File: src/rtl/serial_pe_ctrl_if.sv
// Purpose: job handshake, buffer read/write and PE-side signals of serial_pe_ctrl in one bundle.
// Latency: none; this bundle holds wires only.
// Backpressure: none; every consumer must take one element per cycle.
interface serial_pe_ctrl_if #(
    parameter int ADDR_W = 12,
    parameter int LEN_W  = 10
);
    // job handshake
    logic              start;
    logic [LEN_W-1:0]  vec_len;
    logic [LEN_W-1:0]  out_num;
    logic              busy;
    logic              done;

    // neuron / weight buffer read port
    logic              rd_en;
    logic [ADDR_W-1:0] neuron_addr;
    logic [ADDR_W-1:0] weight_addr;
    logic [15:0]       neuron_rdata;
    logic [15:0]       weight_rdata;

    // processing element
    logic [15:0]       pe_neuron;
    logic [15:0]       pe_weight;
    logic [1:0]        pe_ctl;
    logic              pe_vld;
    logic [31:0]       pe_result;
    logic              pe_vld_o;

    // output buffer write port
    logic              out_wr_en;
    logic [ADDR_W-1:0] out_addr;
    logic [31:0]       out_wdata;

    // controller side
    modport master (
        input  start, vec_len, out_num,
        output busy, done,
        output rd_en, neuron_addr, weight_addr,
        input  neuron_rdata, weight_rdata,
        output pe_neuron, pe_weight, pe_ctl, pe_vld,
        input  pe_result, pe_vld_o,
        output out_wr_en, out_addr, out_wdata
    );

    // environment side: requester, buffers and PE
    modport slave (
        output start, vec_len, out_num,
        input  busy, done,
        input  rd_en, neuron_addr, weight_addr,
        output neuron_rdata, weight_rdata,
        input  pe_neuron, pe_weight, pe_ctl, pe_vld,
        output pe_result, pe_vld_o,
        input  out_wr_en, out_addr, out_wdata
    );
endinterface

File: src/rtl/serial_pe_ctrl.sv
// Purpose: sequences serial_pe through a matrix-vector job (out_num dot products of vec_len MACs).
// Latency: start to done is vec_len*out_num+3 cycles; a zero-length job finishes in 1 cycle.
// Backpressure: none; buffers and PE must accept one element per cycle, and start is ignored unless idle.
module serial_pe_ctrl #(
    parameter int ADDR_W = 12,
    parameter int LEN_W  = 10
) (
    input  logic              clk,
    input  logic              rst_n,
    serial_pe_ctrl_if.master  bus
);

    localparam logic [1:0] ST_IDLE  = 2'd0;
    localparam logic [1:0] ST_RUN   = 2'd1;
    localparam logic [1:0] ST_DRAIN = 2'd2;
    localparam logic [1:0] ST_DONE  = 2'd3;

    localparam logic [LEN_W-1:0]  LEN_ONE  = LEN_W'(1);
    localparam logic [LEN_W-1:0]  LEN_ZERO = '0;
    localparam logic [ADDR_W-1:0] ADDR_ONE = ADDR_W'(1);

    logic [1:0]        state_q,   state_d;
    logic [LEN_W-1:0]  vec_len_q, vec_len_d;
    logic [LEN_W-1:0]  out_num_q, out_num_d;
    logic [LEN_W-1:0]  k_q,       k_d;        // element index within the current dot product
    logic [LEN_W-1:0]  j_q,       j_d;        // dot product currently being read
    logic [LEN_W-1:0]  wr_cnt_q,  wr_cnt_d;   // results already written
    logic [ADDR_W-1:0] w_q,       w_d;        // running weight address across the whole job
    logic              pe_vld_q;
    logic [1:0]        pe_ctl_q;

    logic rd_en;
    logic busy;
    logic wr_fire;
    logic k_last;
    logic j_last;
    logic wr_last;

    // Decode state and counter boundaries; out_wr_en only counts while a job is live.
    always_comb begin
        rd_en   = (state_q == ST_RUN);
        busy    = (state_q == ST_RUN) || (state_q == ST_DRAIN);
        wr_fire = bus.pe_vld_o && busy;
        k_last  = (k_q == (vec_len_q - LEN_ONE));
        j_last  = (j_q == (out_num_q - LEN_ONE));
        wr_last = (wr_cnt_q == (out_num_q - LEN_ONE));
    end

    // Next-state logic for the job FSM and all address/length counters.
    always_comb begin
        state_d   = state_q;
        vec_len_d = vec_len_q;
        out_num_d = out_num_q;
        k_d       = k_q;
        j_d       = j_q;
        w_d       = w_q;
        wr_cnt_d  = wr_cnt_q;

        // Writes land during RUN as well as DRAIN, so the write counter runs independently.
        if (wr_fire) begin
            wr_cnt_d = wr_cnt_q + LEN_ONE;
        end

        case (state_q)
            ST_IDLE: begin
                if (bus.start) begin
                    if ((bus.vec_len == LEN_ZERO) || (bus.out_num == LEN_ZERO)) begin
                        // Nothing to compute: report completion without touching the buffers.
                        state_d = ST_DONE;
                    end else begin
                        vec_len_d = bus.vec_len;
                        out_num_d = bus.out_num;
                        k_d       = '0;
                        j_d       = '0;
                        w_d       = '0;
                        wr_cnt_d  = '0;
                        state_d   = ST_RUN;
                    end
                end
            end
            ST_RUN: begin
                // One read per cycle; no bubble between consecutive dot products.
                w_d = w_q + ADDR_ONE;
                if (k_last) begin
                    k_d = '0;
                    j_d = j_q + LEN_ONE;
                    if (j_last) begin
                        state_d = ST_DRAIN;
                    end
                end else begin
                    k_d = k_q + LEN_ONE;
                end
            end
            ST_DRAIN: begin
                // Wait for the final PE result to be written out.
                if (wr_fire && wr_last) begin
                    state_d = ST_DONE;
                end
            end
            ST_DONE: begin
                state_d = ST_IDLE;
            end
            default: begin
                state_d = ST_IDLE;
            end
        endcase
    end

    // FSM and counter registers.
    always_ff @(posedge clk or negedge rst_n) begin
        if (!rst_n) begin
            state_q   <= ST_IDLE;
            vec_len_q <= '0;
            out_num_q <= '0;
            k_q       <= '0;
            j_q       <= '0;
            w_q       <= '0;
            wr_cnt_q  <= '0;
        end else begin
            state_q   <= state_d;
            vec_len_q <= vec_len_d;
            out_num_q <= out_num_d;
            k_q       <= k_d;
            j_q       <= j_d;
            w_q       <= w_d;
            wr_cnt_q  <= wr_cnt_d;
        end
    end

    // Align PE valid/control with buffer data, which arrives one cycle after the read strobe.
    always_ff @(posedge clk or negedge rst_n) begin
        if (!rst_n) begin
            pe_vld_q <= 1'b0;
            pe_ctl_q <= 2'b00;
        end else begin
            pe_vld_q    <= rd_en;
            pe_ctl_q[0] <= rd_en && (k_q == LEN_ZERO);
            pe_ctl_q[1] <= rd_en && k_last;
        end
    end

    // Drive the bundle; data paths are straight pass-throughs.
    always_comb begin
        bus.busy        = busy;
        bus.done        = (state_q == ST_DONE);
        bus.rd_en       = rd_en;
        bus.neuron_addr = ADDR_W'(k_q);
        bus.weight_addr = w_q;
        bus.pe_neuron   = bus.neuron_rdata;
        bus.pe_weight   = bus.weight_rdata;
        bus.pe_ctl      = pe_ctl_q;
        bus.pe_vld      = pe_vld_q;
        bus.out_wr_en   = wr_fire;
        bus.out_addr    = ADDR_W'(wr_cnt_q);
        bus.out_wdata   = bus.pe_result;
    end

endmodule

File: src/flat_wrapper.sv
// flat-port wrapper written by rule: the top's interface ports become plain ports
module serial_pe_ctrl_flat 
#(
    parameter int ADDR_W = 12,
    parameter int LEN_W  = 10
)
  (clk, rst_n, bus_start, bus_vec_len, bus_out_num, bus_busy, bus_done, bus_rd_en, bus_neuron_addr, bus_weight_addr, bus_neuron_rdata, bus_weight_rdata, bus_pe_neuron, bus_pe_weight, bus_pe_ctl, bus_pe_vld, bus_pe_result, bus_pe_vld_o, bus_out_wr_en, bus_out_addr, bus_out_wdata);
  serial_pe_ctrl_if #(.ADDR_W(ADDR_W), .LEN_W(LEN_W)) bus_i ();
  input  logic clk;
  input  logic rst_n;
  input wire logic [$bits(bus_i.start)-1:0] bus_start;
  input wire logic [$bits(bus_i.vec_len)-1:0] bus_vec_len;
  input wire logic [$bits(bus_i.out_num)-1:0] bus_out_num;
  output wire logic [$bits(bus_i.busy)-1:0] bus_busy;
  output wire logic [$bits(bus_i.done)-1:0] bus_done;
  output wire logic [$bits(bus_i.rd_en)-1:0] bus_rd_en;
  output wire logic [$bits(bus_i.neuron_addr)-1:0] bus_neuron_addr;
  output wire logic [$bits(bus_i.weight_addr)-1:0] bus_weight_addr;
  input wire logic [$bits(bus_i.neuron_rdata)-1:0] bus_neuron_rdata;
  input wire logic [$bits(bus_i.weight_rdata)-1:0] bus_weight_rdata;
  output wire logic [$bits(bus_i.pe_neuron)-1:0] bus_pe_neuron;
  output wire logic [$bits(bus_i.pe_weight)-1:0] bus_pe_weight;
  output wire logic [$bits(bus_i.pe_ctl)-1:0] bus_pe_ctl;
  output wire logic [$bits(bus_i.pe_vld)-1:0] bus_pe_vld;
  input wire logic [$bits(bus_i.pe_result)-1:0] bus_pe_result;
  input wire logic [$bits(bus_i.pe_vld_o)-1:0] bus_pe_vld_o;
  output wire logic [$bits(bus_i.out_wr_en)-1:0] bus_out_wr_en;
  output wire logic [$bits(bus_i.out_addr)-1:0] bus_out_addr;
  output wire logic [$bits(bus_i.out_wdata)-1:0] bus_out_wdata;
  assign bus_i.start = bus_start;
  assign bus_i.vec_len = bus_vec_len;
  assign bus_i.out_num = bus_out_num;
  assign bus_busy = bus_i.busy;
  assign bus_done = bus_i.done;
  assign bus_rd_en = bus_i.rd_en;
  assign bus_neuron_addr = bus_i.neuron_addr;
  assign bus_weight_addr = bus_i.weight_addr;
  assign bus_i.neuron_rdata = bus_neuron_rdata;
  assign bus_i.weight_rdata = bus_weight_rdata;
  assign bus_pe_neuron = bus_i.pe_neuron;
  assign bus_pe_weight = bus_i.pe_weight;
  assign bus_pe_ctl = bus_i.pe_ctl;
  assign bus_pe_vld = bus_i.pe_vld;
  assign bus_i.pe_result = bus_pe_result;
  assign bus_i.pe_vld_o = bus_pe_vld_o;
  assign bus_out_wr_en = bus_i.out_wr_en;
  assign bus_out_addr = bus_i.out_addr;
  assign bus_out_wdata = bus_i.out_wdata;
  serial_pe_ctrl #(.ADDR_W(ADDR_W), .LEN_W(LEN_W)) u_core (.clk(clk), .rst_n(rst_n), .bus(bus_i));
endmodule
File: config.mk
export PLATFORM = sky130hd
export DESIGN_NAME = serial_pe_ctrl_flat
export DESIGN_NICKNAME = d
export VERILOG_FILES = /design/src/rtl/serial_pe_ctrl_if.sv /design/src/rtl/serial_pe_ctrl.sv /design/src/flat_wrapper.sv
export SDC_FILE = /design/constraint.sdc
export NUM_CORES = 1
export LEC_CHECK = 0
export BUFFER_PORTS_ARGS = -buffer_cell sky130_fd_sc_hd__buf_2
export CAP_MARGIN = 0
export CORE_MARGIN = 3
export CORE_UTILIZATION = 52
export DETAILED_ROUTE_END_ITERATION = 12
export HOLD_SLACK_MARGIN = 0.12
export PLACE_DENSITY = 0.95
export SLEW_MARGIN = 15
export SYNTH_ARGS = -nofsm -noshare
export SYNTH_HDL_FRONTEND = slang
export SYNTH_SLANG_ARGS = --single-unit
File: constraint.sdc
create_clock -name clk -period 7.3 [get_ports clk]
set_input_delay 0.73 -clock clk [delete_from_list [all_inputs] [get_ports clk]]
set_output_delay 0.73 -clock clk [all_outputs]
set_load 0.01 [all_outputs]
# Word level (Yosys, flattened, before mapping)
# Cells that the tools add are included.
[totals]
elab_cells = 61
input_bits = 88
register_bits = 67
output_inout_bits = 107
[classes]
reduce_logical = 15
mux = 19
bitwise_logic = 1
eq_ne = 11
addsub = 6
[ops]
columns = ["operator", "n"]
rows = [
  ["$mux 10", 8],
  ["$pmux 10 s2", 2],
  ["$add 10x1->10 const B", 3],
  ["$eq 10x10->1", 3],
  ["$logic_not 10->1", 3],
  ["$mux 12", 2],
  ["$pmux 12 s2", 1],
  ["$sub 10x1->10 const B", 2],
  ["$add 12x1->12 const B", 1],
  ["$mux 2", 5],
  ["$ne 2x2->1 const B", 5],
  ["$pmux 2 s4", 1],
  ["$reduce_and 4->1", 2],
  ["$reduce_and 3->1", 2],
  ["$eq 2x2->1 const B", 2],
  ["$logic_and 1x1->1", 4],
  ["$eq 2x1->1 const B", 1],
  ["$logic_not 2->1", 1],
  ["$logic_or 1x1->1", 2],
  ["$reduce_bool 2->1", 1],
  ["$not 1->1", 1],
]

# Longest topological paths before layout
# Gate-level depths: netlist of run 1.
[logic_depth]
ltp_word = 7
mapped_depth = 10

# Worst setup path after synthesis of run 1
# Ideal clock, no wire load.
[synth_path]
kind = "reg2reg"
from = "reg u_core.out_num_q[0]"
to = "reg u_core.state_q[1]"
period_less_slack_ps = 2608
t_arrival_ps = 2480
path_buffers = 1
slack_ps = 4692
path_stages_with_launch = 11
path_cell_list = "dfrtp_1 -> buf_2 -> inv_1 -> ha_1 -> or4b_4 -> nor4_1 -> xnor3_1 -> o211ai_1 -> nor4_1 -> o21ai_1 -> mux2_1"
[synth_via]
elab_chain_cells = 5
elab_cells_between_ends = 7
cone_classes = "1 x add/sub; 4 x eq/ne; 2 x reduce/logical"
[synth_lines]
columns = ["item", "line_no", "rtl"]
rows = [
  ["start: declaration", "serial_pe_ctrl.sv:24", "logic [LEN_W-1:0] out_num_q, out_num_d;"],
  ["start signal: assignment", "serial_pe_ctrl.sv:122", "out_num_q <= out_num_d;"],
  ["$sub 10x1->10 (*)", "serial_pe_ctrl.sv:45, serial_pe_ctrl.sv:46", ""],
  ["$eq 10x10->1", "serial_pe_ctrl.sv:46", "wr_last = (wr_cnt_q == (out_num_q - LEN_ONE));"],
  ["$logic_and 1x1->1", "serial_pe_ctrl.sv:96", "if (wr_fire && wr_last) begin"],
  ["$ne 2x2->1 (no source line)", "n/a", ""],
  ["$reduce_and 4->1 (no source line) (*)", "n/a", ""],
  ["end signal: assignment", "serial_pe_ctrl.sv:120", "state_q <= state_d;"],
  ["end: declaration", "serial_pe_ctrl.sv:22", "logic [1:0] state_q, state_d;"],
]
# Every way passes the cells marked *; elsewhere a longest branch is shown, timed or not.
# A chain may end at the register's enable or synchronous reset.

# Final worst setup path of run 1
# Same ends and word-level chain as after synthesis.

==> results of run 1 <==
-- kinds of logic (layout without fill, tap and decap cells) --
logic type	count (synthesis)	in the layout	synth area share, %
XOR/XNOR	47	47	9.92
flip-flops	67	67	36.7
adder cells (fa/ha/maj)	11	11	3.02
buffers and inverters	104	98	14.4
multiplexers	4	4	0.959
AND/OR/NAND/NOR	214	214	24.1
AO/OA/AOI/OAI	76	76	10.8
other	1	4	0.0822
-- sequential cells by signal, summed over array words and instances (netlist names) --
signal and count:
u_core.bus.pe_ctl 2, u_core.bus.pe_vld 1, u_core.bus.weight_addr 12, u_core.j_q 10, u_core.k_q 10, u_core.out_num_q 10
u_core.state_q 2, u_core.vec_len_q 10, u_core.wr_cnt_q 10
-- worst max-delay path, stage by stage, from the launching register on --
cell	delay [ps]
sky130_fd_sc_hd__dfrtp_1	480
sky130_fd_sc_hd__inv_1	120
sky130_fd_sc_hd__ha_1	200
sky130_fd_sc_hd__or4b_4	510
sky130_fd_sc_hd__nor4_1	360
sky130_fd_sc_hd__xnor3_1	210
sky130_fd_sc_hd__o211ai_1	110
sky130_fd_sc_hd__nor4_1	420
sky130_fd_sc_hd__o21ai_1	170
sky130_fd_sc_hd__mux2_1	350
-- final cells by class --
class	count	area, sq um	share of cell area [%]
clock buffer	9	124	2.65
clock inverter	7	98.8	2.11
inverter	17	63.8	1.36
multi-input combinational	356	2250	48.1
sequential	67	1680	35.8
tap	105	131	2.81
timing repair buffer	65	333	7.12
-- placed cells by master, fill, tap and decap left out, types with 7 or more instances in the layout --
cell	n
sky130_fd_sc_hd__or3_1	12
sky130_fd_sc_hd__a21oi_1	18
sky130_fd_sc_hd__nor3_1	7
sky130_fd_sc_hd__nand2_1	77
sky130_fd_sc_hd__clkbuf_8	9
sky130_fd_sc_hd__xor2_1	18
sky130_fd_sc_hd__nand4_1	16
sky130_fd_sc_hd__xnor2_1	26
sky130_fd_sc_hd__nor2_1	35
sky130_fd_sc_hd__o31ai_1	7
sky130_fd_sc_hd__o21ai_0	23
sky130_fd_sc_hd__inv_1	17
sky130_fd_sc_hd__buf_2	62
sky130_fd_sc_hd__dfrtp_1	67
sky130_fd_sc_hd__nor4_1	9
sky130_fd_sc_hd__nand3_1	15
sky130_fd_sc_hd__ha_1	11
-- per-stage QoR --
step | instances | cell area [sq um]
4_1_cts | 626 | 4670
3_5_place_dp | 610 | 4450
5_1_grt | 626 | 4680
6_report | 626 | 4680
2_1_floorplan | 527 | 4580
3_3_place_gp | 610 | 4450
-- synthesized netlist by cell type (all sizes together), types with 4 or more instances --
master	n
and3	6
or3	12
inv	17
dfrtp	67
nand2	77
nand3	16
xnor2	26
clkbuf	14
o21ai	25
nor3	9
nor2b	4
buf	73
xor2	18
or4	7
nor2	36
nand4	16
nor4	10
nand2b	4
o31ai	7
a21oi	18
a22o	5
ha	11
-- worst max-delay path by stage --
| stage | endpoint | cells after the start | slack (ps) |
|---|---|---|---|
| floorplan | u_core.state_q[1] | 10 | 4690 |
| global placement | u_core.bus.weight_addr[10] | 9 | 4190 |
| detailed placement | u_core.j_q[2] | 7 | 4060 |
| CTS | u_core.state_q[1] | 9 | 4280 |
| global route | u_core.state_q[1] | 9 | 4130 |
| finish | u_core.state_q[1] | 9 | 4250 |
-- metal layers --
layer	GRT usage, %	part of all wire [%]
met3	4.84	8.0
met5	0	0
met1	27.7	42
met2	34.3	47
met4	8.93	2.8
-- power breakdown --
group	switching [uW]	total, uW	internal [uW]
Clock	157	352	195
Sequential	148	602	454
Combinational	432	743	311
Total	737	1700	959
==> impl_results.html, run 1 <==
<table>
<tr><th>Metric</th><th>Value</th></tr>
<tr><th colspan="2">Outcome</th></tr>
<tr><td>Status</td><td>finished, final reports clean</td></tr>
<tr><th colspan="2">Detailed routing</th></tr>
<tr><td>Number of search-and-repair iterations in the first detailed-routing pass</td><td>5</td></tr>
<tr><td>Number of remaining DRC errors</td><td>0</td></tr>
<tr><td>Antenna-violating nets left</td><td>0</td></tr>
<tr><td>Initial DRC Count</td><td>262</td></tr>
<tr><td>Vias/cell</td><td>5.97</td></tr>
<tr><td>Wirelength, routed</td><td>10.4 mm</td></tr>
<tr><td>Routed len/inst</td><td>16.6 microns</td></tr>
<tr><td>Total vias in the final route</td><td>3740</td></tr>
<tr><th colspan="2">Worst setup path</th></tr>
<tr><td>Setup crit end kind</td><td>flop</td></tr>
<tr><td>Data required time at the worst endpoint</td><td>7530 ps</td></tr>
<tr><td>Peak fanout along the critical path</td><td>7</td></tr>
<tr><td>Worst setup slack for register-to-register paths</td><td>4250 ps</td></tr>
<tr><td>CP Class</td><td>flop to flop</td></tr>
<tr><td>Type of origin of the critical path</td><td>flop</td></tr>
<tr><td>R2R depth</td><td>9</td></tr>
<tr><td>Worst setup path startpoint</td><td>u_core.out_num_q[0]</td></tr>
<tr><td>Reg2Reg Launch Point</td><td>u_core.out_num_q[0]</td></tr>
<tr><td>Data arrival time of the worst path</td><td>3280 ps</td></tr>
<tr><td>RR Endpoint</td><td>u_core.state_q[1]</td></tr>
<tr><th colspan="2">Global routing</th></tr>
<tr><td>Remaining global-route overflow</td><td>0</td></tr>
<tr><td>Global-route wire length before repair</td><td>17.3 mm</td></tr>
<tr><td>Number of antenna violations at the first check in global routing</td><td>0</td></tr>
<tr><td>Vias in the first global route</td><td>3615</td></tr>
<tr><td>Pin count of the biggest net entering global routing</td><td>68</td></tr>
<tr><td>Global-route usage over all layers</td><td>21.3%</td></tr>
<tr><th colspan="2">Placed design</th></tr>
<tr><td>Number of buffer cells added on primary ports</td><td>62</td></tr>
<tr><td>HPWL reported at the end of detailed placement</td><td>7.30 mm</td></tr>
<tr><td>Setup slack after placement</td><td>4060 ps</td></tr>
<tr><td>Gpl congestion</td><td>0.835</td></tr>
<tr><th colspan="2">Layout</th></tr>
<tr><td>Number of inserted diodes</td><td>0</td></tr>
<tr><td>Filler cell count</td><td>703</td></tr>
<tr><td>Final core occ</td><td>55.8%</td></tr>
<tr><td>Layout cell share with drive strength beyond 1</td><td>18.0%</td></tr>
<tr><td>Area Overhead vs Synth</td><td>2.47%</td></tr>
<tr><td>Final nets</td><td>615</td></tr>
<tr><th colspan="2">Floorplanning</th></tr>
<tr><td>Top Ports</td><td>195</td></tr>
<tr><td>Overall die width</td><td>99.7 microns</td></tr>
<tr><td>DIE HEIGHT</td><td>99.7 microns</td></tr>
<tr><td>Core area</td><td>0.00838 sq mm</td></tr>
<tr><td>Row count</td><td>33</td></tr>
<tr><td>Starting density of the core</td><td>54.5%</td></tr>
<tr><td>Die Area</td><td>0.00994 sq mm</td></tr>
<tr><th colspan="2">CTS</th></tr>
<tr><td>Clock insertion delay at the later pin of the skew report</td><td>350 ps</td></tr>
<tr><td>Clock buffer count from CTS</td><td>9</td></tr>
<tr><td>TritonCTS clock tree</td><td>built</td></tr>
<tr><td>H-tree level count</td><td>3</td></tr>
<tr><td>Worst-case clock buffer depth</td><td>2</td></tr>
<tr><td>Buffers inserted during post-CTS setup optimization</td><td>0</td></tr>
<tr><td>Count of cells resized by post-cts repair</td><td>0</td></tr>
<tr><td>Clock Pin Slew Worst Setup and Hold Paths</td><td>80 ps</td></tr>
<tr><td>Clock sinks</td><td>67</td></tr>
<tr><td>Cell at the root of the clock tree</td><td>sky130_fd_sc_hd__clkbuf_8</td></tr>
<tr><td>Cts-stage hold buffer count</td><td>0</td></tr>
<tr><th colspan="2">STA</th></tr>
<tr><td>Count of final max-slew check failures</td><td>0</td></tr>
<tr><td>Smallest setup slack after layout</td><td>4250 ps</td></tr>
<tr><td>Minimum clock period</td><td>3050 ps</td></tr>
<tr><td>FMAX</td><td>328 MHz</td></tr>
<tr><td>Worst-case hold slack</td><td>526 ps</td></tr>
<tr><td>Final Hold Fails</td><td>0</td></tr>
<tr><td>Finish-stage setup viols</td><td>0</td></tr>
<tr><td>Setup skew after layout</td><td>14.0 ps</td></tr>
<tr><td>Period utilisation layout</td><td>41.7%</td></tr>
<tr><td>RSZ-0062 raised after global routing</td><td>no</td></tr>
<tr><td>Normalized max-slew margin</td><td>43.1%</td></tr>
<tr><td>Setup total negative slack</td><td>0 ps</td></tr>
<tr><td>Slew of the pin with the lowest slew margin</td><td>853 ps</td></tr>
<tr><th colspan="2">Yosys</th></tr>
<tr><td>Main synth FF type</td><td>sky130_fd_sc_hd__dfrtp_1</td></tr>
<tr><td>Average cell area after synthesis</td><td>8.71 sq um</td></tr>
<tr><td>Cells after synthesis</td><td>524</td></tr>
<tr><td>Seq/Total Area, Yosys</td><td>36.7%</td></tr>
<tr><td>Yosys Warn Count</td><td>0</td></tr>
<tr><td>Flip-flop and latch count after synthesis</td><td>67</td></tr>
<tr><td>Combined area of all synthesized cells</td><td>0.00456 sq mm</td></tr>
<tr><td>Synth cell types</td><td>59</td></tr>
<tr><td>Asr flop ratio synth</td><td>100%</td></tr>
<tr><td>Dominant cell type by area after synthesis</td><td>sky130_fd_sc_hd__dfrtp_1</td></tr>
<tr><td>Share of the synthesized area in the top cell type</td><td>36.7%</td></tr>
<tr><td>Area contributors post-synth</td><td>sky130_fd_sc_hd__dfrtp_1 (37%), sky130_fd_sc_hd__buf_4 (11%), sky130_fd_sc_hd__nand2_1 (6.3%)</td></tr>
<tr><td>Number of synthesized flops with an enable pin</td><td>0</td></tr>
<tr><th colspan="2">Min path</th></tr>
<tr><td>Type of the tightest min-delay check</td><td>flop to flop</td></tr>
<tr><td>Number of cells traversed by the worst hold path</td><td>2</td></tr>
<tr><td>Hold path startpoint</td><td>u_core.bus.weight_addr[1]</td></tr>
<tr><td>Endpoint, Worst Hold</td><td>u_core.bus.weight_addr[1]</td></tr>
<tr><th colspan="2">Flow run</th></tr>
<tr><td># Max-Cap Violations</td><td>0</td></tr>
<tr><th colspan="2">Pwr</th></tr>
<tr><td>Leakage power</td><td>0.00222 uW</td></tr>
<tr><td>Power per cell area</td><td>363 mW/mm^2</td></tr>
<tr><td>Worst vdd ir</td><td>203 uV</td></tr>
<tr><td>Total power draw</td><td>1700 uW</td></tr>
</table>
Note: power is estimated with default switching activity, not from simulation.
==> run 2: changes to the inputs <==
--- a/config.mk
+++ b/config.mk
@@ -8,10 +8,10 @@
 export BUFFER_PORTS_ARGS = -buffer_cell sky130_fd_sc_hd__buf_2
 export CAP_MARGIN = 0
 export CORE_MARGIN = 3
-export CORE_UTILIZATION = 52
+export CORE_UTILIZATION = 44
 export DETAILED_ROUTE_END_ITERATION = 12
 export HOLD_SLACK_MARGIN = 0.12
-export PLACE_DENSITY = 0.95
+export PLACE_DENSITY = 0.88
 export SLEW_MARGIN = 15
 export SYNTH_ARGS = -nofsm -noshare
 export SYNTH_HDL_FRONTEND = slang
==> constraint.sdc (replaced) <==
create_clock -name clk -period 2.65 [get_ports clk]
set_input_delay 0.265 -clock clk [delete_from_list [all_inputs] [get_ports clk]]
set_output_delay 0.265 -clock clk [all_outputs]
set_load 0.01 [all_outputs]
==> impl_results.html, run 2 (synthesized netlist as in run 1, its figures left out) <==
<table>
<tr><th>Metric</th><th>Value</th></tr>
<tr><th colspan="2">Global routing</th></tr>
<tr><td>Pin count of the biggest net entering global routing</td><td>68 (unchanged)</td></tr>
<tr><td>Vias in the first global route</td><td>3784 (+4.7%)</td></tr>
<tr><td>Remaining global-route overflow</td><td>0 (unchanged)</td></tr>
<tr><td>Number of antenna violations at the first check in global routing</td><td>0 (unchanged)</td></tr>
<tr><td>Global-route wire length before repair</td><td>18.6 mm (+7.4%)</td></tr>
<tr><td>Global-route usage over all layers</td><td>20.0% (-1.3 points)</td></tr>
<tr><th colspan="2">Layout</th></tr>
<tr><td>Final nets</td><td>656 (+6.7%)</td></tr>
<tr><td>Number of flip-flops under the largest register name</td><td>12 (unchanged)</td></tr>
<tr><td>Area taken by flip-flops and latches</td><td>0.00168 sq mm (unchanged)</td></tr>
<tr><td>Most used cells in the layout excluding fill and tap cells</td><td>sky130_fd_sc_hd__nand2_1 (77), sky130_fd_sc_hd__dfrtp_1 (67), sky130_fd_sc_hd__buf_2 (63)</td></tr>
<tr><td>Number of inserted diodes</td><td>0 (unchanged)</td></tr>
<tr><td>Final core occ</td><td>52.4% (-3.4 points)</td></tr>
<tr><td>Non-filler cells, final</td><td>695 (+11%)</td></tr>
<tr><td>Area Overhead vs Synth</td><td>13.8%</td></tr>
<tr><td>Layout cell share with drive strength beyond 1</td><td>24.2% (+6.2 points)</td></tr>
<tr><td>Filler cell count</td><td>912 (+30%)</td></tr>
<tr><td>Total area of multi-input combinational cells</td><td>0.00236 sq mm (+4.8%)</td></tr>
<tr><td>Most common library cell in the layout ignoring fill and taps</td><td>sky130_fd_sc_hd__nand2_1</td></tr>
<tr><th colspan="2">CTS</th></tr>
<tr><td>TritonCTS clock tree</td><td>built</td></tr>
<tr><td>Clock Pin Slew Worst Setup and Hold Paths</td><td>70 ps (about the same)</td></tr>
<tr><td>Clock sinks</td><td>67 (unchanged)</td></tr>
<tr><td>Cell at the root of the clock tree</td><td>sky130_fd_sc_hd__clkbuf_8</td></tr>
<tr><td>H-tree level count</td><td>3 (unchanged)</td></tr>
<tr><td>Clock buffer count from CTS</td><td>9 (unchanged)</td></tr>
<tr><td>Clock insertion delay at the later pin of the skew report</td><td>360 ps (about the same)</td></tr>
<tr><td>Worst-case clock buffer depth</td><td>2 (unchanged)</td></tr>
<tr><th colspan="2">Worst setup path</th></tr>
<tr><td>Data required time at the worst endpoint</td><td>2920 ps (-4610 ps)</td></tr>
<tr><td>Setup crit end kind</td><td>flop</td></tr>
<tr><td>Peak fanout along the critical path</td><td>5 (-2)</td></tr>
<tr><td>CP Class</td><td>flop to flop</td></tr>
<tr><td>Type of origin of the critical path</td><td>flop</td></tr>
<tr><td>Data arrival time of the worst path</td><td>2850 ps (-430 ps)</td></tr>
<tr><th colspan="2">Pwr</th></tr>
<tr><td>Worst vdd ir</td><td>550 uV (+170%)</td></tr>
<tr><td>Power per cell area</td><td>1000 mW/mm^2 (+180%)</td></tr>
<tr><td>Leakage power</td><td>0.00244 uW (+10%)</td></tr>
<tr><th colspan="2">Flow run</th></tr>
<tr><td># Max-Cap Violations</td><td>0 (unchanged)</td></tr>
<tr><th colspan="2">Detailed routing</th></tr>
<tr><td>Initial DRC Count</td><td>305 (+16%)</td></tr>
<tr><td>Antenna-violating nets left</td><td>0 (unchanged)</td></tr>
<tr><td>Routed len/inst</td><td>17.1 microns (+2.8%)</td></tr>
<tr><td>Number of remaining DRC errors</td><td>0 (unchanged)</td></tr>
<tr><td>Wirelength, routed</td><td>11.9 mm (+14%)</td></tr>
<tr><td>Total vias in the final route</td><td>3944 (+5.5%)</td></tr>
<tr><td>Number of search-and-repair iterations in the first detailed-routing pass</td><td>5 (unchanged)</td></tr>
<tr><td>Vias/cell</td><td>5.67 (-5.0%)</td></tr>
<tr><th colspan="2">Floorplanning</th></tr>
<tr><td>Top Ports</td><td>195 (unchanged)</td></tr>
<tr><td>Row count</td><td>36 (+9.1%)</td></tr>
<tr><td>Starting density of the core</td><td>46.1% (-8.4 points)</td></tr>
<tr><td>Die Area</td><td>0.0116 sq mm (+17%)</td></tr>
<tr><td>DIE HEIGHT</td><td>108 microns (+8.2%)</td></tr>
<tr><td>Core area</td><td>0.00991 sq mm (+18%)</td></tr>
<tr><td>Overall die width</td><td>108 microns (+8.2%)</td></tr>
<tr><th colspan="2">STA</th></tr>
<tr><td>Normalized max-slew margin</td><td>41.2% (-1.9 points)</td></tr>
<tr><td>FMAX</td><td>387 MHz (+18%)</td></tr>
<tr><td>Final Hold Fails</td><td>0 (unchanged)</td></tr>
<tr><td>Minimum clock period</td><td>2580 ps (-465 ps)</td></tr>
<tr><td>Count of final max-slew check failures</td><td>0 (unchanged)</td></tr>
<tr><td>Setup skew after layout</td><td>11.4 ps (-2.55 ps)</td></tr>
<tr><td>Slew of the pin with the lowest slew margin</td><td>882 ps (+29.1 ps)</td></tr>
<tr><td>Period utilisation layout</td><td>97.4% (+56 points)</td></tr>
<tr><td>Finish-stage setup viols</td><td>0 (unchanged)</td></tr>
<tr><th colspan="2">Min path</th></tr>
<tr><td>Type of the tightest min-delay check</td><td>input port to asynchronous set/reset pin</td></tr>
<tr><th colspan="2">Outcome</th></tr>
<tr><td>Status</td><td>finished, final reports clean</td></tr>
<tr><th colspan="2">Placed design</th></tr>
<tr><td>Cell total after placement</td><td>658 (+7.9%)</td></tr>
<tr><td>Number of buffer cells added on primary ports</td><td>62 (unchanged)</td></tr>
<tr><td>Gpl congestion</td><td>0.879 (+5.4%)</td></tr>
<tr><td>HPWL reported at the end of detailed placement</td><td>8.16 mm (+12%)</td></tr>
</table>
-- run 2: where the power goes --
| part | leakage, uW | switching, uW | internal [uW] |
|---|---|---|---|
| registers | 0.000894 | 336 | 1250 |
| clock network | 0.000133 | 408 | 701 |
| logic | 0.00142 | 1380 | 1120 |
| total | 0.00244 | 2120 | 3070 |
-- run 2: what timing repair did --
item / 4_1_cts / 5_1_grt
hold buffers: 15 / 0
pin swaps: 1 / 5
resized for setup: 1 / 19
setup buffers: 1 / 4
setup endpoints to repair: 3 / 18
hold endpoints to repair: 15 / 0
cloned: 0 / 1
-- run 2: layer usage --
layer	global-route usage [%]	up-vias	wire, microns
li1	-	1811	-
met1	25.1	1863	4780
met2	32.5	206	5670
met3	4.02	64	880
met4	10.0	0	518
met5	0	-	0
-- run 2: worst paths after layout --
check | from | endpoint | slack, ps | depth (start not counted)
max | u_core.vec_len_q[1] | u_core.j_q[2] | 70 | 10
min | rst_n | u_core.wr_cnt_q[4] | 120 | 2
max reg2reg | u_core.vec_len_q[1] | u_core.j_q[2] | 70 | 10
min reg2reg | u_core.bus.weight_addr[11] | u_core.bus.weight_addr[11] | 550 | 2
max in group asynchronous | rst_n | u_core.k_q[1] | 1970 | 2
min in group clk | bus_vec_len[2] | u_core.vec_len_q[2] | 130 | 3
-- run 2: metrics by stage --
stage | cell area, sq um | TNS, ps | hold slack [ps] | total power, uW | setup slack, ps
global route | 5190 | -45.8 | 141 | 5530 | -26.1
CTS | 5060 | 0 | 123 | 4990 | 12.7
global placement | 4640 | 0 | 468 | 3730 | 64.8
finish | 5190 | 0 | 118 | 5190 | 67.6
floorplan | 4580 | 0 | -30.6 | 3190 | 42.0
detailed placement | 4640 | -57.5 | 472 | 3830 | -23.1
-- run 2: critical path: stages (launching register included) --
cell and delay, ps:
sky130_fd_sc_hd__dfrtp_1 410, sky130_fd_sc_hd__inv_2 90, sky130_fd_sc_hd__ha_4 200, sky130_fd_sc_hd__xnor2_1 120
sky130_fd_sc_hd__a211o_1 240, sky130_fd_sc_hd__nor4_2 290, sky130_fd_sc_hd__o221ai_2 230, sky130_fd_sc_hd__o22a_4 290
sky130_fd_sc_hd__buf_4 140, sky130_fd_sc_hd__or3_1 320, sky130_fd_sc_hd__a21oi_1 170
-- run 2: layout make-up --
type                    count  area share, %
multi-input cells         357           45.4
clock buffers              12           3.18
well taps                 133           3.20
clock inverters             4           1.83
inverters                  17           1.23
flip-flops and latches     67           32.3
repair buffers            105           12.9
==> run 3: changes to the inputs <==
--- a/config.mk
+++ b/config.mk
@@ -11,8 +11,7 @@
 export CORE_UTILIZATION = 44
 export DETAILED_ROUTE_END_ITERATION = 12
 export HOLD_SLACK_MARGIN = 0.12
-export PLACE_DENSITY = 0.88
-export SLEW_MARGIN = 15
+export PLACE_DENSITY = 0.79
 export SYNTH_ARGS = -nofsm -noshare
 export SYNTH_HDL_FRONTEND = slang
 export SYNTH_SLANG_ARGS = --single-unit
==> impl_results.html, run 3 (synthesized netlist as in run 1, its figures left out) <==
<table>
<tr><th>Metric</th><th>Value</th></tr>
<tr><th colspan="2">Flow run</th></tr>
<tr><td># Max-Cap Violations</td><td>0 (unchanged)</td></tr>
<tr><th colspan="2">STA</th></tr>
<tr><td>Slew of the pin with the lowest slew margin</td><td>697 ps (-185 ps)</td></tr>
<tr><td>Smallest setup slack after layout</td><td>52.9 ps (-14.7 ps)</td></tr>
<tr><td>Count of final max-slew check failures</td><td>0 (unchanged)</td></tr>
<tr><td>Period utilisation layout</td><td>98.0% (+0.55 points)</td></tr>
<tr><td>Final Hold Fails</td><td>0 (unchanged)</td></tr>
<tr><td>Normalized max-slew margin</td><td>53.2% (+12 points)</td></tr>
<tr><td>RSZ-0062 raised after global routing</td><td>yes</td></tr>
<tr><td>Finish-stage setup viols</td><td>0 (unchanged)</td></tr>
<tr><td>FMAX</td><td>385 MHz (-0.57%)</td></tr>
<tr><td>Minimum clock period</td><td>2600 ps (+14.7 ps)</td></tr>
<tr><td>Setup skew after layout</td><td>15.2 ps (+3.73 ps)</td></tr>
<tr><td>Worst-case hold slack</td><td>132 ps (+13.9 ps)</td></tr>
<tr><th colspan="2">CTS</th></tr>
<tr><td>Clock buffer count from CTS</td><td>9 (unchanged)</td></tr>
<tr><td>Clock sinks</td><td>67 (unchanged)</td></tr>
<tr><td>H-tree level count</td><td>3 (unchanged)</td></tr>
<tr><td>Worst-case clock buffer depth</td><td>2 (unchanged)</td></tr>
<tr><td>Clock insertion delay at the later pin of the skew report</td><td>360 ps (about the same)</td></tr>
<tr><td>Cell at the root of the clock tree</td><td>sky130_fd_sc_hd__clkbuf_8</td></tr>
<tr><td>Clock Pin Slew Worst Setup and Hold Paths</td><td>90 ps (+20 ps)</td></tr>
<tr><td>TritonCTS clock tree</td><td>built</td></tr>
<tr><th colspan="2">Worst setup path</th></tr>
<tr><td>Peak fanout along the critical path</td><td>4 (-1)</td></tr>
<tr><td>Data arrival time of the worst path</td><td>2900 ps (+50 ps)</td></tr>
<tr><td>Type of origin of the critical path</td><td>flop</td></tr>
<tr><td>Data required time at the worst endpoint</td><td>2950 ps (+30 ps)</td></tr>
<tr><td>Setup crit end kind</td><td>flop</td></tr>
<tr><td>Worst path max stage delay</td><td>520 ps (+110 ps)</td></tr>
<tr><td>CP Class</td><td>flop to flop</td></tr>
<tr><td>Crit-path slowest cell</td><td>sky130_fd_sc_hd__or4_1</td></tr>
<tr><td>List of cells traversed by the critical path</td><td>buf_4 -&gt; nor2_1 -&gt; nand3_1 -&gt; a221oi_1 -&gt; o221ai_2 -&gt; o22a_4 -&gt; or4_1 -&gt; a21oi_2</td></tr>
<tr><th colspan="2">Global routing</th></tr>
<tr><td>Pin count of the biggest net entering global routing</td><td>27 (-60%)</td></tr>
<tr><td>Number of antenna violations at the first check in global routing</td><td>0 (unchanged)</td></tr>
<tr><td>Vias in the first global route</td><td>3663 (-3.2%)</td></tr>
<tr><td>Remaining global-route overflow</td><td>0 (unchanged)</td></tr>
<tr><td>Global-route usage over all layers</td><td>18.6% (-1.3 points)</td></tr>
<tr><td>Global-route wire length before repair</td><td>17.4 mm (-6.1%)</td></tr>
<tr><th colspan="2">Placed design</th></tr>
<tr><td>Placed cell areas</td><td>0.00467 sq mm (+0.81%)</td></tr>
<tr><td>Number of buffer cells added on primary ports</td><td>62 (unchanged)</td></tr>
<tr><td>HPWL reported at the end of detailed placement</td><td>7.99 mm (-2.1%)</td></tr>
<tr><td>Setup slack after placement</td><td>21.3 ps (+44.3 ps)</td></tr>
<tr><td>Gpl congestion</td><td>0.886 (+0.74%)</td></tr>
<tr><th colspan="2">Pwr</th></tr>
<tr><td>Worst vdd ir</td><td>545 uV (-0.85%)</td></tr>
<tr><td>Power per cell area</td><td>939 mW/mm^2 (-6.1%)</td></tr>
<tr><td>Leakage power</td><td>0.00242 uW (-0.93%)</td></tr>
<tr><th colspan="2">Layout</th></tr>
<tr><td>Most common library cell in the layout ignoring fill and taps</td><td>sky130_fd_sc_hd__nand2_1</td></tr>
<tr><td>Post-layout instance area</td><td>0.00513 sq mm (-1.3%)</td></tr>
<tr><td>Total area of multi-input combinational cells</td><td>0.00231 sq mm (-2.2%)</td></tr>
<tr><td>Number of flip-flops under the largest register name</td><td>12 (unchanged)</td></tr>
<tr><td>Area Overhead vs Synth</td><td>12.3%</td></tr>
<tr><td>Area taken by flip-flops and latches</td><td>0.00168 sq mm (unchanged)</td></tr>
<tr><td>Most used cells in the layout excluding fill and tap cells</td><td>sky130_fd_sc_hd__nand2_1 (77), sky130_fd_sc_hd__dfrtp_1 (67), sky130_fd_sc_hd__buf_2 (62)</td></tr>
<tr><td>Layout cell share with drive strength beyond 1</td><td>23.2% (-1.0 points)</td></tr>
<tr><td>Number of inserted diodes</td><td>0 (unchanged)</td></tr>
<tr><td>Final nets</td><td>659 (+0.46%)</td></tr>
<tr><td>Filler cell count</td><td>946 (+3.7%)</td></tr>
<tr><th colspan="2">Floorplanning</th></tr>
<tr><td>Starting density of the core</td><td>46.1% (unchanged)</td></tr>
<tr><td>DIE HEIGHT</td><td>108 microns (unchanged)</td></tr>
<tr><td>Core area</td><td>0.00991 sq mm (unchanged)</td></tr>
<tr><td>Top Ports</td><td>195 (unchanged)</td></tr>
<tr><td>Row count</td><td>36 (unchanged)</td></tr>
<tr><td>Die Area</td><td>0.0116 sq mm (unchanged)</td></tr>
<tr><td>Overall die width</td><td>108 microns (unchanged)</td></tr>
<tr><th colspan="2">Detailed routing</th></tr>
<tr><td>Total vias in the final route</td><td>3784 (-4.1%)</td></tr>
<tr><td>Vias/cell</td><td>5.42 (-4.5%)</td></tr>
<tr><td>Wirelength, routed</td><td>10.8 mm (-8.7%)</td></tr>
<tr><td>Number of search-and-repair iterations in the first detailed-routing pass</td><td>4 (-1)</td></tr>
<tr><td>Routed len/inst</td><td>15.5 microns (-9.1%)</td></tr>
<tr><td>Initial DRC Count</td><td>225 (-26%)</td></tr>
<tr><td>Antenna-violating nets left</td><td>0 (unchanged)</td></tr>
<tr><td>Number of remaining DRC errors</td><td>0 (unchanged)</td></tr>
<tr><th colspan="2">Outcome</th></tr>
<tr><td>Status</td><td>finished, final reports clean</td></tr>
<tr><th colspan="2">Min path</th></tr>
<tr><td>Type of the tightest min-delay check</td><td>input port to flop</td></tr>
</table>
## run 3: through the flow
stage | util [%] | TNS (ps) | cells | power, uW
2_1_floorplan | - | 0 | 527 | 3190
3_3_place_gp | 47.2 | 0 | 663 | 3760
3_5_place_dp | 47.2 | 0 | 663 | 3820
4_1_cts | 50.9 | 0 | 696 | 4770
5_1_grt | 51.7 | -211 | 698 | 5180
6_report | 51.7 | 0 | 698 | 4810
## run 3: critical path, delay by kind of cell (launching register included)
kind / cells / cell delay (ps)
compound gates: 4 / 1050
simple gates: 3 / 930
flops: 1 / 400
buf+inv: 1 / 150
## run 3: cell type report
| cell class | instances | share of cell area, % |
|---|---|---|
| multi-input cells | 356 | 45.0 |
| flip-flops and latches | 67 | 32.7 |
| repair buffers | 109 | 13.8 |
| well taps | 133 | 3.25 |
| clock buffers | 9 | 2.42 |
| clock inverters | 7 | 1.61 |
| inverters | 17 | 1.24 |
## run 3: repair_timing
action,CTS,global route
endpoints found under the hold margin,35,0
endpoints found under the setup margin,1,19
pin swaps,0,6
resized for setup,0,13
setup buffers,1,2
hold buffers,16,0
## run 3: per-layer routing
| layer | vias to the layer above | global-route usage (%) | part of all wire (%) |
|---|---|---|---|
| li1 | 1804 | - | - |
| met1 | 1808 | 24.0 | 43 |
| met2 | 134 | 30.0 | 48 |
| met3 | 38 | 3.66 | 6.8 |
| met4 | 0 | 8.75 | 2.8 |
| met5 | - | 0 | 0 |
## run 3: path summary, 6_finish.rpt
check	from	to	slack [ps]	cells after the start
max reg2reg	u_core.vec_len_q[1]	u_core.j_q[8]	50	8
max in group asynchronous	rst_n	u_core.out_num_q[5]	1490	3
min in group asynchronous	rst_n	u_core.j_q[9]	410	2
min reg2reg	u_core.vec_len_q[9]	u_core.vec_len_q[9]	530	2
max	u_core.vec_len_q[1]	u_core.j_q[8]	50	8
min	bus_out_num[4]	u_core.out_num_q[4]	130	3
## run 3: power breakdown
| part | internal, uW | switching (uW) |
|---|---|---|
| clock | 449 | 453 |
| combinational | 1070 | 1250 |
| sequential | 1250 | 341 |
